`src/rtl/vram_arbiter.sv`:
```
// VRAM arbiter: shares one synchronous single-port RAM between the VGA
// scan-out reader (absolute priority) and the interpolation engine.
// Read data returns two cycles after the winning request is sampled and
// is routed back to its owner through a short tag pipeline.
//
// Processor handshake: proc_req is a request-valid held with proc_we,
// proc_addr and proc_wdata stable until proc_gnt is seen; proc_gnt acts as
// a one-cycle ready that consumes exactly one request at the next edge, so
// holding proc_req high across consecutive grants issues consecutive accesses.
// VGA has no ready: every cycle with vga_req high is issued unconditionally.
module vram_arbiter #(
    parameter int unsigned AW           = 16,
    parameter int unsigned DW           = 8,
    parameter int unsigned STARVE_LIMIT = 800
) (
    input  logic          clk,
    input  logic          reset,
    input  logic          vga_req,
    input  logic [AW-1:0] vga_addr,
    output logic [DW-1:0] vga_data,
    output logic          vga_valid,
    input  logic          proc_req,
    input  logic          proc_we,
    input  logic [AW-1:0] proc_addr,
    input  logic [DW-1:0] proc_wdata,
    output logic          proc_gnt,
    output logic [DW-1:0] proc_rdata,
    output logic          proc_rvalid,
    output logic          proc_starved,
    output logic [AW-1:0] mem_addr,
    output logic          mem_we,
    output logic [DW-1:0] mem_wdata,
    input  logic [DW-1:0] mem_rdata,
    output logic [1:0]    dbg_state
);

    typedef enum logic [1:0] {
        IDLE    = 2'd0,
        VGA_RD  = 2'd1,
        PROC_RD = 2'd2,
        PROC_WR = 2'd3
    } state_t;

    // state_q is the first tag stage (the access on the RAM bus now);
    // tag_q is the second stage (the access whose data is on mem_rdata now).
    state_t        state_q, state_d;
    state_t        tag_q;
    logic [AW-1:0] mem_addr_q;
    logic          mem_we_q;
    logic [DW-1:0] mem_wdata_q;
    logic [DW-1:0] vga_data_q;
    logic          vga_valid_q;
    logic [DW-1:0] proc_rdata_q;
    logic          proc_rvalid_q;
    logic [11:0]   wait_cnt_q, wait_cnt_d;
    logic          starved_q;

    // Priority decode of the next access and the processor grant/wait counter.
    always_comb begin
        state_d = IDLE;
        if (vga_req) begin
            state_d = VGA_RD;
        end else if (proc_req) begin
            state_d = proc_we ? PROC_WR : PROC_RD;
        end

        proc_gnt = reset & ~vga_req & proc_req;

        wait_cnt_d = 12'd0;
        if (proc_req && !proc_gnt) begin
            wait_cnt_d = (wait_cnt_q == 12'hFFF) ? wait_cnt_q : wait_cnt_q + 12'd1;
        end
    end

    // Issue FSM, registered RAM port, tag pipeline, read return and starvation flag.
    always_ff @(posedge clk) begin
        if (!reset) begin
            state_q       <= IDLE;
            tag_q         <= IDLE;
            mem_addr_q    <= '0;
            mem_we_q      <= 1'b0;
            mem_wdata_q   <= '0;
            vga_data_q    <= '0;
            vga_valid_q   <= 1'b0;
            proc_rdata_q  <= '0;
            proc_rvalid_q <= 1'b0;
            wait_cnt_q    <= 12'd0;
            starved_q     <= 1'b0;
        end else begin
            state_q <= state_d;
            case (state_d)
                VGA_RD: begin
                    mem_addr_q <= vga_addr;
                    mem_we_q   <= 1'b0;
                end
                PROC_RD: begin
                    mem_addr_q <= proc_addr;
                    mem_we_q   <= 1'b0;
                end
                PROC_WR: begin
                    mem_addr_q  <= proc_addr;
                    mem_we_q    <= 1'b1;
                    mem_wdata_q <= proc_wdata;
                end
                default: begin
                    // Address is left alone so the RAM sees a stable bus when idle.
                    mem_we_q <= 1'b0;
                end
            endcase

            tag_q <= state_q;

            vga_valid_q   <= (tag_q == VGA_RD);
            proc_rvalid_q <= (tag_q == PROC_RD);
            if (tag_q == VGA_RD) begin
                vga_data_q <= mem_rdata;
            end
            if (tag_q == PROC_RD) begin
                proc_rdata_q <= mem_rdata;
            end

            wait_cnt_q <= wait_cnt_d;
            starved_q  <= (32'(wait_cnt_d) >= STARVE_LIMIT);
        end
    end

    assign mem_addr     = mem_addr_q;
    assign mem_we       = mem_we_q;
    assign mem_wdata    = mem_wdata_q;
    assign vga_data     = vga_data_q;
    assign vga_valid    = vga_valid_q;
    assign proc_rdata   = proc_rdata_q;
    assign proc_rvalid  = proc_rvalid_q;
    assign proc_starved = starved_q;
    assign dbg_state    = state_q;

endmodule

```
`config.mk`:
```
export PLATFORM = sky130hd
export DESIGN_NAME = vram_arbiter
export DESIGN_NICKNAME = d
export VERILOG_FILES = /design/src/rtl/vram_arbiter.sv
export SDC_FILE = /design/constraint.sdc
export NUM_CORES = 1
export LEC_CHECK = 0
export BUFFER_PORTS_ARGS = -buffer_cell sky130_fd_sc_hd__buf_2
export CORE_MARGIN = 3
export CORE_UTILIZATION = 48
export DETAILED_ROUTE_END_ITERATION = 8
export PLACE_DENSITY = 0.83
export SLEW_MARGIN = 5
export SYNTH_ARGS = -nofsm -noshare
export SYNTH_HDL_FRONTEND = slang
export SYNTH_SLANG_ARGS = --single-unit
```
`constraint.sdc`:
```
create_clock -name clk -period 2 [get_ports clk]
set_input_delay 0.4 -clock clk [delete_from_list [all_inputs] [get_ports clk]]
set_output_delay 0.4 -clock clk [all_outputs]
set_load 0.02 [all_outputs]
```
==> out/results.tsv <==
stage	metric	value	unit
outcome	status	finished, final reports clean	
critical_path	Crit path largest cell delay	520	ps
timing	Slew headroom	0.5769	
timing	clock skew	8.558	ps
synthesis	dominant synthesized flop cell	dfxtp_1	
floorplanning	die height	78.76	um
timing	Worst-Margin Slew	633.3	ps
route	average vias per placed instance	5.029	
timing	Fin Setup TNS	0	ps
layout	fin area	3241	um^2
synthesis	synthesized area per cell	8.916	um^2
route	DRT iter0 DRCs	147	
route	DRC viols	0	
critical_path	crit-path cells	ha_1, nand3_1, or4b_1, a21oi_1, o32ai_1	
route	1st-pass router iterations	5	
critical_path	crit path DAT	1990	ps
synthesis	Synth Register Bits	60	
placement	Placed Area	3072	um^2
timing	Finish-stage setup viols	0	
clock_network	Clk pin slew, worst setup/hold paths	60	ps
synthesis	Ys Warns	0	
timing	Final Cycle Share	0.9033	
synthesis	Post-synth top cells	dfxtp_1 (60), nand2_1 (55), mux2i_1 (27)	
critical_path	R2R Setup Slk	190	ps
global_route	number of global-route vias before repair	2155	
placement	Post-DP HPWL	4.263	mm
synthesis	Synth Instances	285	
route	via count	2273	
synthesis	Net Count, Synth	339	
synthesis	share of the synthesized area in the top cell type	0.4727	
hold_path	Hold Crit Class	in2reg	
critical_path	CP required	2180	ps
synthesis	Synth cell types	40	
floorplanning	core area	4911	um^2
placement	GPL Wtd Cong	0.8761	
job	max cap viols	0	
global_route	first-pass GRT wire length	9.563	mm
global_route	largest net degree at the start of global routing	40	
critical_path	FF-to-FF path depth	5	
layout	share of post-route cells with drive strength above 1	0.3169	
clock_network	Clock Path Buffers	2	
placement	# port buffers	99	
floorplanning	Initial Util	0.5175	
global_route	grt ovf	0	
clock_network	# H-tree levels	3	
critical_path	Setup CP Type	reg2reg	
critical_path	CP endpoint kind	flip-flop	
synthesis	asr flop ratio synth	0	
clock_network	Clk Latency, worst-skew pair	320	ps
clock_network	CTS resizes	0	
critical_path	critical path startpoint category	flip-flop	
timing	Tmin final	1807	ps
route	DRT antenna net count	0	
clock_network	CTS tree	yes	
clock_network	Root Buffer	clkbuf_8	
synthesis	synth top area cells	dfxtp_1 (47%), mux2i_1 (11%), nand2_1 (8.1%)	
clock_network	Num CTS Buffers	9	
synthesis	Post-Syn Area	2541	um^2
timing	unrepaired setup endpoints after global routing	false	
critical_path	Critical R2R Launch	wait_cnt_q[0]	
route	metal2 WL	2.576	mm
power	Power Dens Cells	762.0	nW/um^2
route	met3 WL	450	um
floorplanning	die width	78.76	um
critical_path	crit-path max FO	8	
layout	P&R area growth vs syn	27.52	%
global_route	initial antenna violation count	0	
synthesis	sequential element share of the synthesized area	0.4727	
clock_network	clock sink count	60	
critical_path	CP max stage cell	or4b_1	
route	Routed wire per std cell	12.74	um
floorplanning	die footprint	6203	um^2
route	WL final	5.758	mm
clock_network	Post-CTS Setup Bufs	0	
timing	Max Slew Vio Count	0	
timing	Highest Clock Rate	553.5	MHz
global_route	Total GRT Usage	0.1940	
floorplanning	# rows	25	
critical_path	worst setup path startpoint	wait_cnt_q[0]	
route	met1 wire length	2.633	mm
floorplanning	Top Ports	100	
synthesis	most frequent cell after synthesis	dfxtp_1	
power	Max IR drop VDD	0.0003330	V
critical_path	reg2reg end	proc_starved	
layout	ANT cells	0	
clock_network	hold buffer count at CTS	0	
synthesis	largest area contributor in the netlist	dfxtp_1	
route	top layer in use	met4	
critical_path	Worst setup endpoint	proc_starved	
synthesis	Post-synth EDFFs	0	
timing	Final Hold Violating Endpoints	0	
layout	NumNets Final	435	
power	leakage power	1.533	nW
[cell type report]
cell class              count  area, um^2
multi-input cells         204        1250
clock buffers              13       158.9
clock inverters             2       10.01
repair buffers            103       525.5
fillers                   456        1670
well taps                  67       83.83
inverters                   3       11.26
flip-flops and latches     60        1201
[placed cells by master (no fill, tap or decap), types with 2 or more instances in the layout]
cell type / netlist / routed
a21boi_0: 16 / 16
a21oi_1: 6 / 6
a31oi_1: 4 / 4
and2_1: 21 / 21
and3_1: 3 / 3
buf_2: 2 / 99
buf_4: 0 / 4
clkbuf_1: 13 / 2
clkbuf_8: 0 / 11
clkinv_2: 0 / 2
dfxtp_1: 60 / 60
inv_1: 3 / 3
mux2i_1: 27 / 27
nand2_1: 55 / 55
nand2b_1: 2 / 2
nand3_1: 4 / 4
nor2_1: 11 / 11
nor2b_1: 11 / 11
nor3_1: 2 / 2
o21ai_0: 22 / 22
[cell families after synthesis]
family,after synthesis,share of synthesized area
compound gates,56,0.1393
xor+xnor,1,0.003447
fa+ha+maj,1,0.004923
buf+inv,21,0.03545
flops,60,0.4727
mux,27,0.1064
simple gates,119,0.2378
[state kept, by name, indices dropped and copies added, names as in the netlist, 2 cells and up]
register	cells
tag_q	2
dbg_state	2
proc_rdata	8
wait_cnt_q	12
mem_wdata	8
mem_addr	16
vga_data	8
[report_power, final]
part	switching [mW]	internal (mW)	leakage, nW
sequential	0.0226	1.24	0.489
clock	0.423	0.507	0.0893
combinational	0.154	0.124	0.954
[how the worst min path moves through the flow]
stage             startpoint       endpoint  slack [ps]  depth (start not counted)
2_1_floorplan  wait_cnt_q[3]  wait_cnt_q[3]         480                          1
3_3_place_gp    dbg_state[1]       tag_q[1]         440                          1
3_5_place_dp    dbg_state[0]       tag_q[0]         440                          1
4_1_cts              proc_we         mem_we         310                          2
5_1_grt              proc_we         mem_we         320                          2
6_report             proc_we         mem_we         320                          2
[metrics by stage]
stage	hold slack (ps)	total power, mW	util	setup slack [ps]	cells
after global placement	441.9	1.561	0.6255	288.1	437
after detailed placement	439.4	1.567	0.6255	218.1	437
final	322.2	2.469	0.6599	193.3	452
after global routing	321.3	2.588	0.6599	51.95	452
after floorplan	475.5	1.450	-	383.9	285
after CTS	313.3	2.496	0.6599	206.4	452
[worst max-delay path: cells and delay by family (launching register included)]
kind | cells | cell delay (ps)
AOI/OAI and AO/OA | 2 | 260
adders and majority gates | 1 | 320
DFF | 1 | 410
and+or+nand+nor | 2 | 690
[metal layers]
layer,global-route usage,vias up
li1,-,1158
met1,0.2393,1001
met2,0.3115,102
met3,0.04649,12
met4,0.1049,0
met5,0,-
(Power assumes the default switching activity.)
